==> config.mk <==
export PLATFORM = sky130hd
export DESIGN_NAME = dest_decode_scoreboard_flat
export DESIGN_NICKNAME = d
export VERILOG_FILES = /design/src/rtl/dsb_pkg.sv /design/src/rtl/dest_decode_scoreboard_if.sv /design/src/rtl/onehot_decoder.sv /design/src/rtl/dest_decode_scoreboard.sv /design/src/flat_wrapper.sv
export SDC_FILE = /design/constraint.sdc
export NUM_CORES = 1
export LEC_CHECK = 0
export BUFFER_PORTS_ARGS = -buffer_cell sky130_fd_sc_hd__buf_2
export CAP_MARGIN = 40
export CORE_AREA = 2 2 157 121
export CTS_CLUSTER_DIAMETER = 80
export DETAILED_ROUTE_END_ITERATION = 12
export DIE_AREA = 0 0 159 123
export HOLD_SLACK_MARGIN = 0.05
export PLACE_DENSITY = 0.48
export SLEW_MARGIN = 0
export SYNTH_ARGS = -nofsm -noshare
export SYNTH_HDL_FRONTEND = slang
export SYNTH_SLANG_ARGS = --single-unit
export TNS_END_PERCENT = 10
==> constraint.sdc <==
create_clock -name clk -period 2.8 [get_ports clk]
set_input_delay 0.42 -clock clk [delete_from_list [all_inputs] [get_ports clk]]
set_output_delay 0.42 -clock clk [all_outputs]
set_load 0.01 [all_outputs]
==> src/rtl/dsb_pkg.sv <==
// Shared types and helpers for the destination decoder / outstanding-write scoreboard.
package dsb_pkg;

  localparam int DEF_ADDR_W = 5;
  localparam int DEF_CNT_W  = 2;
  localparam int DEF_NREGS  = 1 << DEF_ADDR_W;

  typedef logic [DEF_ADDR_W-1:0] reg_addr_t;

  function automatic logic [DEF_NREGS-1:0] onehot(input reg_addr_t addr);
    onehot       = '0;
    onehot[addr] = 1'b1;
  endfunction

endpackage

==> src/rtl/dest_decode_scoreboard_if.sv <==
// Decode-stage issue, write-back and scoreboard status bundle for dest_decode_scoreboard.
interface dest_decode_scoreboard_if #(
  parameter int ADDR_W = 5,
  parameter int NREGS  = 1 << ADDR_W
);
  // Issue handshake: issue_valid offers an instruction; it is accepted on a rising
  // edge only when issue_fire (= issue_valid & ~stall) is high; otherwise decode holds it.
  logic              issue_valid;
  logic              issue_we;
  logic [ADDR_W-1:0] issue_dst;
  logic              src0_vld;
  logic [ADDR_W-1:0] src0_addr;
  logic              src1_vld;
  logic [ADDR_W-1:0] src1_addr;
  logic              wb_valid;
  logic [ADDR_W-1:0] wb_dst;
  logic              flush;
  logic [NREGS-1:0]  wb_we_onehot;
  logic              stall;
  logic              issue_fire;
  logic [NREGS-1:0]  pending_vec;
  logic              err_underflow;

  modport master (
    output issue_valid, issue_we, issue_dst, src0_vld, src0_addr, src1_vld, src1_addr,
           wb_valid, wb_dst, flush,
    input  wb_we_onehot, stall, issue_fire, pending_vec, err_underflow
  );

  modport slave (
    input  issue_valid, issue_we, issue_dst, src0_vld, src0_addr, src1_vld, src1_addr,
           wb_valid, wb_dst, flush,
    output wb_we_onehot, stall, issue_fire, pending_vec, err_underflow
  );
endinterface

==> src/rtl/onehot_decoder.sv <==
// Combinational address to one-hot decoder with enable.
module onehot_decoder #(
  parameter int ADDR_W = 5
) (
  input  logic                   en,
  input  logic [ADDR_W-1:0]      addr,
  output logic [(1<<ADDR_W)-1:0] dec
);

  always_comb begin
    dec = '0;
    if (en) dec[addr] = 1'b1;
  end

endmodule

==> src/rtl/dest_decode_scoreboard.sv <==
// Write-back one-hot decoder plus per-register outstanding-write counters and decode stall.
// Optional build macro SCOREBOARD_BYPASS_EN: a source whose last pending write is
// retiring this cycle is forwarded instead of stalling.
module dest_decode_scoreboard
  import dsb_pkg::*;
#(
  parameter int ADDR_W   = DEF_ADDR_W,
  parameter int NREGS    = 1 << ADDR_W,
  parameter int CNT_W    = DEF_CNT_W,
  parameter int ZERO_REG = 0
) (
  input logic                  clk,
  input logic                  rst_n,
  dest_decode_scoreboard_if.slave bus
);

  localparam logic [CNT_W-1:0] CNT_MAX = '1;
  localparam logic [CNT_W-1:0] CNT_ONE = CNT_W'(1);

  logic [NREGS-1:0]            wb_hot;
  logic [NREGS-1:0]            iss_hot;
  logic [NREGS-1:0]            zmask;
  logic [NREGS-1:0]            inc;
  logic [NREGS-1:0]            dec;
  logic [NREGS-1:0]            uf;
  logic [NREGS-1:0]            pend;
  logic [NREGS-1:0][CNT_W-1:0] cnt_all;
  logic [CNT_W-1:0]            src0_cnt;
  logic [CNT_W-1:0]            src1_cnt;
  logic [CNT_W-1:0]            dst_cnt;
  logic                        haz_s0;
  logic                        haz_s1;
  logic                        haz_d;
  logic                        byp0;
  logic                        byp1;
  logic                        stall;
  logic                        fire;
  logic                        err_q;

  onehot_decoder #(.ADDR_W(ADDR_W)) u_wb_dec (
    .en   (bus.wb_valid),
    .addr (bus.wb_dst),
    .dec  (wb_hot)
  );

  onehot_decoder #(.ADDR_W(ADDR_W)) u_iss_dec (
    .en   (bus.issue_we),
    .addr (bus.issue_dst),
    .dec  (iss_hot)
  );

  // A hardwired register 0 is masked out of both the write enable and the counters.
  assign zmask = (ZERO_REG != 0) ? ~NREGS'(onehot(reg_addr_t'(0))) : {NREGS{1'b1}};

  assign dec              = wb_hot & zmask;
  assign bus.wb_we_onehot = dec;

  assign src0_cnt = cnt_all[bus.src0_addr];
  assign src1_cnt = cnt_all[bus.src1_addr];
  assign dst_cnt  = cnt_all[bus.issue_dst];

`ifdef SCOREBOARD_BYPASS_EN
  assign byp0 = bus.wb_valid && (bus.wb_dst == bus.src0_addr) && (src0_cnt == CNT_ONE);
  assign byp1 = bus.wb_valid && (bus.wb_dst == bus.src1_addr) && (src1_cnt == CNT_ONE);
`else
  assign byp0 = 1'b0;
  assign byp1 = 1'b0;
`endif

  assign haz_s0 = bus.src0_vld && (src0_cnt != '0) && !byp0;
  assign haz_s1 = bus.src1_vld && (src1_cnt != '0) && !byp1;
  assign haz_d  = bus.issue_we && (dst_cnt == CNT_MAX);

  assign stall = bus.issue_valid & (haz_s0 | haz_s1 | haz_d);
  assign fire  = bus.issue_valid & ~stall;
  assign inc   = iss_hot & zmask & {NREGS{fire}};

  assign bus.stall      = stall;
  assign bus.issue_fire = fire;

  for (genvar r = 0; r < NREGS; r++) begin : gen_reg
    logic [CNT_W-1:0] cnt;

    always_ff @(posedge clk or negedge rst_n) begin
      if (!rst_n) begin
        cnt <= '0;
      end else if (bus.flush) begin
        cnt <= '0;
      end else if (inc[r] && !dec[r]) begin
        cnt <= cnt + CNT_ONE;
      end else if (dec[r] && !inc[r] && (cnt != '0)) begin
        cnt <= cnt - CNT_ONE;
      end
    end

    assign cnt_all[r] = cnt;
    assign pend[r]    = (cnt != '0);
    assign uf[r]      = dec[r] && !inc[r] && (cnt == '0);
  end

  assign bus.pending_vec = pend;

  always_ff @(posedge clk or negedge rst_n) begin
    if (!rst_n) begin
      err_q <= 1'b0;
    end else if (|uf) begin
      err_q <= 1'b1;
    end
  end

  assign bus.err_underflow = err_q;

endmodule

==> src/flat_wrapper.sv <==
// flat-port wrapper written by rule: the top's interface ports become plain ports
module dest_decode_scoreboard_flat import dsb_pkg::*;
#(
  parameter int ADDR_W   = DEF_ADDR_W,
  parameter int NREGS    = 1 << ADDR_W,
  parameter int CNT_W    = DEF_CNT_W,
  parameter int ZERO_REG = 0
)
  (clk, rst_n, bus_issue_valid, bus_issue_we, bus_issue_dst, bus_src0_vld, bus_src0_addr, bus_src1_vld, bus_src1_addr, bus_wb_valid, bus_wb_dst, bus_flush, bus_wb_we_onehot, bus_stall, bus_issue_fire, bus_pending_vec, bus_err_underflow);
  dest_decode_scoreboard_if #(.ADDR_W(ADDR_W), .NREGS(NREGS)) bus_i ();
  input logic clk;
  input logic rst_n;
  input wire logic [$bits(bus_i.issue_valid)-1:0] bus_issue_valid;
  input wire logic [$bits(bus_i.issue_we)-1:0] bus_issue_we;
  input wire logic [$bits(bus_i.issue_dst)-1:0] bus_issue_dst;
  input wire logic [$bits(bus_i.src0_vld)-1:0] bus_src0_vld;
  input wire logic [$bits(bus_i.src0_addr)-1:0] bus_src0_addr;
  input wire logic [$bits(bus_i.src1_vld)-1:0] bus_src1_vld;
  input wire logic [$bits(bus_i.src1_addr)-1:0] bus_src1_addr;
  input wire logic [$bits(bus_i.wb_valid)-1:0] bus_wb_valid;
  input wire logic [$bits(bus_i.wb_dst)-1:0] bus_wb_dst;
  input wire logic [$bits(bus_i.flush)-1:0] bus_flush;
  output wire logic [$bits(bus_i.wb_we_onehot)-1:0] bus_wb_we_onehot;
  output wire logic [$bits(bus_i.stall)-1:0] bus_stall;
  output wire logic [$bits(bus_i.issue_fire)-1:0] bus_issue_fire;
  output wire logic [$bits(bus_i.pending_vec)-1:0] bus_pending_vec;
  output wire logic [$bits(bus_i.err_underflow)-1:0] bus_err_underflow;
  assign bus_i.issue_valid = bus_issue_valid;
  assign bus_i.issue_we = bus_issue_we;
  assign bus_i.issue_dst = bus_issue_dst;
  assign bus_i.src0_vld = bus_src0_vld;
  assign bus_i.src0_addr = bus_src0_addr;
  assign bus_i.src1_vld = bus_src1_vld;
  assign bus_i.src1_addr = bus_src1_addr;
  assign bus_i.wb_valid = bus_wb_valid;
  assign bus_i.wb_dst = bus_wb_dst;
  assign bus_i.flush = bus_flush;
  assign bus_wb_we_onehot = bus_i.wb_we_onehot;
  assign bus_stall = bus_i.stall;
  assign bus_issue_fire = bus_i.issue_fire;
  assign bus_pending_vec = bus_i.pending_vec;
  assign bus_err_underflow = bus_i.err_underflow;
  dest_decode_scoreboard #(.ADDR_W(ADDR_W), .NREGS(NREGS), .CNT_W(CNT_W), .ZERO_REG(ZERO_REG)) u_core (.clk(clk), .rst_n(rst_n), .bus(bus_i));
endmodule
==> out/qor.txt, run 1 <==
hold buffers post-CTS -> 0
H-tree level count -> 3
fin nets -> 1020
gr usage total -> 27.3%
fin crit period -> 3.29 ns
Worst Path Max Fanout -> 5
TritonCTS Buffers -> 9
worst min-delay path class -> in2async
Die H -> 123 um
synthesized area per cell -> 7.73 um2
1st-iter DRT viols -> 599
largest net degree at the start of global routing -> 35
internal power -> 0.00174 W
Root Buffer -> clkbuf_16
layout cells sized above 1 -> 42.8%
Worst VDD drop -> 0.227 mV
initial core utilization -> 30.5%
Yosys reg bits -> 65
Setup violations, final -> 55
synthesis-to-finish area growth -> 54.5%
syn_nets -> 741
DP Wirelength -> 21.1 mm
Seq pwr share -> 38.8%
Slew @ Worst Pin -> 0.838 ns
CTS clock-pin slew for the worst setup and hold paths -> 0.06 ns
initial antenna violation count -> 0
Final Hold Vio Count -> 0
CORE AREA -> 0.0181 mm2
Mapped Cells -> 713
CTS tree -> yes
most frequent cells in the layout -> buf_4 (182), nor2_1 (96), buf_2 (93)
register area share after synthesis -> 29.5%
die area -> 0.0196 mm2
clock power share -> 44.8%
most common cell after layout, fill and taps aside -> buf_4
ant diodes -> 0
RSZ-0062 raised after global routing -> yes
number of global-route vias before repair -> 6672
clk_lat worst skew -> 0.35 ns
PwrDens -> 286 mW/mm2
Fill cells -> 1837
synthesized cell area -> 0.00551 mm2
row cnt -> 43
post-synthesis cell type count -> 56
smallest setup slack after layout -> -0.493 ns
IO buf count -> 94
gpl congestion -> 0.957
DR WL/cell -> 21.5 um
DR vias/cell -> 5.52
Max Fclk -> 304 MHz
Worst EP required -> 2.38 ns
CP endpoint kind -> output port
Psw -> 0.000696 W
IO Count -> 95
first-pass GRT wire length -> 39.7 mm
clock sink total -> 65
drt total wl -> 26.7 mm
1st-pass router iterations -> 7
crit share post-route -> 118%
number of synthesized flops with an enable pin -> 0
CTS max path bufs -> 2
grt total ovfl -> 0
violated checks -> negative setup slack
Leakage -> 4.34 nW
switch share -> 28.6%
Synth Flop Type -> dfrtp_1
YS warnings -> 0
# Max-Cap Violations -> 0
CP arrival -> 2.87 ns
DRC Markers -> 0
Antenna Nets Post-Route -> 0
Setup Skew -> 0.00739 ns
combinational power share -> 16.4%
Slew Limit Fails -> 0
total number of vias -> 6862
die width -> 159 um
hold slack -> 0.163 ns
dpl ws -> -0.754 ns
Setup crit start kind -> flip-flop
Setup CP Type -> reg2out
relative slew slack -> 44.2%
asr flop ratio synth -> 100%
outcome -> complete, but fails checks
Worst Reg-to-Reg Cells -> 11
worst max-delay path: stages, from the launching register on:
cell and delay, ns:
dfrtp_1 0.41, nor2_4 0.17, inv_1 0.07, mux4_2 0.50, mux4_2 0.51, a22oi_4 0.31, buf_6 0.15, and2_4 0.14
buf_6 0.09, nor2b_1 0.03, buf_2 0.13
timing repair:
| item | in CTS | in global routing |
|---|---|---|
| resized for setup | 55 | 65 |
| pin swaps | 20 | 30 |
| buffers inserted | 9 | 7 |
| endpoints found under the setup margin | 60 | 67 |
registers in the layout (all words and copies together) (netlist names):
| register | flops |
|---|---|
| u_core.bus.err_underflow | 1 |
| u_core.gen.cnt | 64 |
final timing paths:
check                                             to  slack (ns)                      start
hold / removal             u_core.gen_reg[14].cnt[1]        0.16                      rst_n
min in group clk            u_core.gen_reg[6].cnt[1]        0.64   u_core.gen_reg[6].cnt[1]
hold reg to reg             u_core.gen_reg[6].cnt[1]        0.64   u_core.gen_reg[6].cnt[1]
setup reg to reg            u_core.bus.err_underflow       -0.48  u_core.gen_reg[20].cnt[0]
setup / recovery                           bus_stall       -0.49  u_core.gen_reg[20].cnt[0]
max in group asynchronous  u_core.gen_reg[19].cnt[0]        1.95                      rst_n
metal layers:
layer	track usage, %	vias to the layer above	share of wire, %
met3	6.71	50	9.4
met5	0	-	0
met2	42.6	310	43
met1	37.7	3366	45
met4	7.61	0	1.9
li1	-	3136	-
power groups by stage:
stage | logic, W | registers [W] | clock network [W]
3_3_place_gp | 0.000353 | 0.000961 | 0
2_1_floorplan | 0.000168 | 0.000962 | 0
6_report | 0.000399 | 0.000945 | 0.00109
3_5_place_dp | 0.000357 | 0.000962 | 0
4_1_cts | 0.000374 | 0.000945 | 0.00111
5_1_grt | 0.000424 | 0.000945 | 0.00114
cell usage after synthesis, types with 3 or more instances:
| cell | instances | area [um2] |
|---|---|---|
| a211oi_1 | 37 | 278 |
| a21oi_1 | 57 | 285 |
| a221oi_1 | 5 | 43.8 |
| a22oi_1 | 3 | 22.5 |
| and2_1 | 36 | 225 |
| and3_1 | 11 | 68.8 |
| and3b_1 | 4 | 35.0 |
| buf_1 | 3 | 11.3 |
| buf_2 | 5 | 25.0 |
| clkbuf_1 | 22 | 82.6 |
| dfrtp_1 | 65 | 1630 |
| inv_1 | 50 | 188 |
| inv_2 | 3 | 11.3 |
| mux2i_1 | 32 | 320 |
| mux4_2 | 18 | 405 |
| nand2_1 | 59 | 221 |
| nand3_1 | 4 | 20.0 |
| nand3b_1 | 4 | 30.0 |
| nand4_1 | 10 | 62.6 |
| nor2_1 | 116 | 435 |
| nor3_1 | 19 | 95.1 |
| nor3b_1 | 10 | 75.1 |
| nor4_1 | 5 | 31.3 |
| o211ai_1 | 15 | 113 |
| o21a_1 | 6 | 45.0 |
| o21ai_0 | 41 | 205 |
| o21ai_1 | 3 | 15.0 |
| o21bai_1 | 6 | 45.0 |
| o22ai_1 | 15 | 93.8 |
| or2_1 | 15 | 93.8 |
kinds of logic after synthesis:
| kind of cell | after synthesis | synth area share, % |
|---|---|---|
| AOI/OAI and AO/OA | 208 | 24.4 |
| buffers and inverters | 85 | 5.97 |
| DFF | 65 | 29.5 |
| muxes | 52 | 13.6 |
| and+or+nand+nor | 303 | 26.6 |
final cells by class:
| cell class | count | area, um2 | share of cell area (%) |
|---|---|---|---|
| Clock buffer | 11 | 253 | 2.97 |
| Tap cell | 247 | 309 | 3.63 |
| Timing Repair Buffer | 299 | 2140 | 25.2 |
| Inverter | 54 | 206 | 2.42 |
| Multi-Input combinational cell | 563 | 3960 | 46.5 |
| Sequential cell | 65 | 1630 | 19.1 |
| Clock inverter | 3 | 17.5 | 0.206 |
metrics by stage:
stage,setup TNS [ns],total power (W),instance area (um2),std cells,utilization (%)
after global placement,-22.32,0.00131,7670,1212,42.4
after floorplan,-0.184,0.00113,5590,713,-
after CTS,-7.00,0.00243,8190,1235,45.3
after global routing,-12.51,0.00251,8520,1242,47.1
after detailed placement,-23.08,0.00132,7670,1212,42.4
final,-8.37,0.00243,8520,1242,47.1
No activity file was read; power rests on OpenSTA's default activity.
==> run 2: changes to the inputs <==
--- a/config.mk
+++ b/config.mk
@@ -9,8 +9,8 @@
 export CAP_MARGIN = 40
-export CORE_AREA = 2 2 157 121
+export CORE_AREA = 2 2 123 155
 export CTS_CLUSTER_DIAMETER = 80
 export DETAILED_ROUTE_END_ITERATION = 12
-export DIE_AREA = 0 0 159 123
+export DIE_AREA = 0 0 125 157
 export HOLD_SLACK_MARGIN = 0.05
-export PLACE_DENSITY = 0.48
+export PLACE_DENSITY = 0.47
 export SLEW_MARGIN = 0
==> constraint.sdc (replaced) <==
create_clock -name clk -period 2.8 [get_ports clk]
set_input_delay 0 -clock clk [delete_from_list [all_inputs] [get_ports clk]]
set_output_delay 0 -clock clk [all_outputs]
set_load 0.01 [all_outputs]
==> out/qor.txt, run 2 (same netlist as run 1, synthesis figures left out) <==
worst min-delay path class -> in2async
outcome -> complete, but fails checks
DP Wirelength -> 21.5 mm
CP endpoint kind -> flip-flop
gpl congestion -> 0.945
most frequent cells in the layout -> buf_4 (186), nor2_1 (95), buf_2 (94)
CTS max path bufs -> 2
WL met3 -> 1.56 mm
total number of vias -> 6846
H-tree level count -> 3
Worst Reg-to-Reg Cells -> 10
Slew @ Worst Pin -> 0.713 ns
synthesis-to-finish area growth -> 53.3%
drt total wl -> 26.8 mm
Worst EP required -> 3.01 ns
Setup crit start kind -> flip-flop
clk_lat worst skew -> 0.35 ns
largest net degree at the start of global routing -> 35
Setup violations, final -> 47
Setup Skew -> 0.00794 ns
combinational power share -> 16.0%
internal power -> 0.00179 W
DR WL/cell -> 21.8 um
Leakage -> 4.40 nW
CTS tree -> yes
most flop-heavy register -> u_core.gen.cnt
clock sink total -> 65
switch share -> 28.2%
Crit path top cell by count -> mux4_2
CTS clock-pin slew for the worst setup and hold paths -> 0.06 ns
CP arrival -> 3.51 ns
slowest stage delay, CP -> 0.52 ns
CP Cell Sequence -> or2_4, mux4_2, mux4_2, a22oi_4, buf_6, and3_4, nand2_2, a2111o_1, nor4_2, nand4_1
M1 WL -> 10.9 mm
Root Buffer -> clkbuf_16
IO Count -> 95
die area -> 0.0196 mm2
TritonCTS Buffers -> 9
PwrDens -> 295 mW/mm2
FF-to-FF setup slack -> -0.50 ns
clock power share -> 46.2%
crit share post-route -> 118%
DRC Markers -> 0
initial core utilization -> 30.6%
Fill cells -> 1863
Psw -> 0.000704 W
layout cells sized above 1 -> 41.6%
gr usage total -> 26.9%
IO buf count -> 94
first-pass GRT wire length -> 40.0 mm
Final Hold Vio Count -> 0
1st-iter DRT viols -> 601
fin nets -> 1024
met2 WL -> 13.5 mm
1st-pass router iterations -> 5
Max Fclk -> 303 MHz
ant diodes -> 0
CORE AREA -> 0.0180 mm2
max reg flops -> 64
violated checks -> negative setup slack
uppermost layer routed -> met4
Critical-path top delay cell -> mux4_2
Seq pwr share -> 37.8%
smallest setup slack after layout -> -0.499 ns
grt total ovfl -> 0
total power -> 0.00250 W
Worst VDD drop -> 0.240 mV
# Max-Cap Violations -> 0
number of global-route vias before repair -> 6865
Die H -> 157 um
RSZ-0062 raised after global routing -> yes
die width -> 125 um
Setup CP Type -> reg2reg
post-layout util -> 46.9%
relative slew slack -> 52.5%
initial antenna violation count -> 0
Reg2Reg Launch Point -> u_core.gen_reg[29].cnt[1]
fin crit period -> 3.30 ns
Slew Limit Fails -> 0
DR vias/cell -> 5.57
most common cell after layout, fill and taps aside -> buf_4
row cnt -> 55
FF-to-FF End -> u_core.bus.err_underflow
Worst Path Max Fanout -> 4
Antenna Nets Post-Route -> 0
[run 2: how the worst max path moves through the flow]
stage / to / depth (start not counted) / startpoint
2_1_floorplan: u_core.bus.err_underflow / 10 / u_core.gen_reg[29].cnt[1]
3_3_place_gp: u_core.bus.err_underflow / 12 / u_core.gen_reg[17].cnt[0]
3_5_place_dp: u_core.bus.err_underflow / 12 / u_core.gen_reg[17].cnt[0]
4_1_cts: u_core.bus.err_underflow / 10 / u_core.gen_reg[29].cnt[1]
5_1_grt: u_core.bus.err_underflow / 12 / u_core.gen_reg[26].cnt[0]
6_report: u_core.bus.err_underflow / 10 / u_core.gen_reg[29].cnt[1]
[run 2: final cells by class]
class	count	area (um2)	share of cell area, %
multi-input cells	563	3870	45.8
repair buffers	303	2170	25.7
flip-flops and latches	65	1630	19.3
well taps	228	285	3.37
clock buffers	14	284	3.36
inverters	54	204	2.41
clock inverters	2	10.0	0.118
[run 2: critical path, delay by kind of cell (launching register included)]
kind / cells / cell delay, ns
simple gates: 5 / 0.91
flops: 1 / 0.38
mux: 2 / 1.02
buf+inv: 1 / 0.14
compound gates: 2 / 0.70
[run 2: routing by layer]
| layer | up-vias | global-route usage, % |
|---|---|---|
| li1 | 3153 | - |
| met1 | 3361 | 32.8 |
| met2 | 278 | 48.8 |
| met3 | 54 | 4.01 |
| met4 | 0 | 8.62 |
| met5 | - | 0 |
[run 2: repair_timing]
item                       4_1_cts  5_1_grt
gates resized for setup         35       59
buffers inserted                 6       12
hold buffers                     1        0
pin swaps                       12       20
setup endpoints to repair       57       66
hold endpoints to repair        21        0
[run 2: power groups by stage]
stage	registers, W	logic, W	clock network [W]
floorplan	0.000962	0.000162	0
global placement	0.000961	0.000364	0
detailed placement	0.000961	0.000367	0
CTS	0.000944	0.000379	0.00118
global route	0.000944	0.000424	0.00121
finish	0.000945	0.000400	0.00115
[run 2: per-stage QoR]
step | TNS, ns | worst slack (ns) | hold WS [ns] | cell area (um2) | std cells
CTS | -4.27 | -0.479 | 0.179 | 8150 | 1220
global placement | -8.53 | -0.756 | 0.0117 | 7680 | 1197
finish | -6.77 | -0.499 | 0.162 | 8450 | 1229
detailed placement | -7.99 | -0.658 | 0.0158 | 7680 | 1197
global route | -12.44 | -0.645 | 0.230 | 8450 | 1229
floorplan | -0.184 | -0.139 | -0.296 | 5560 | 713
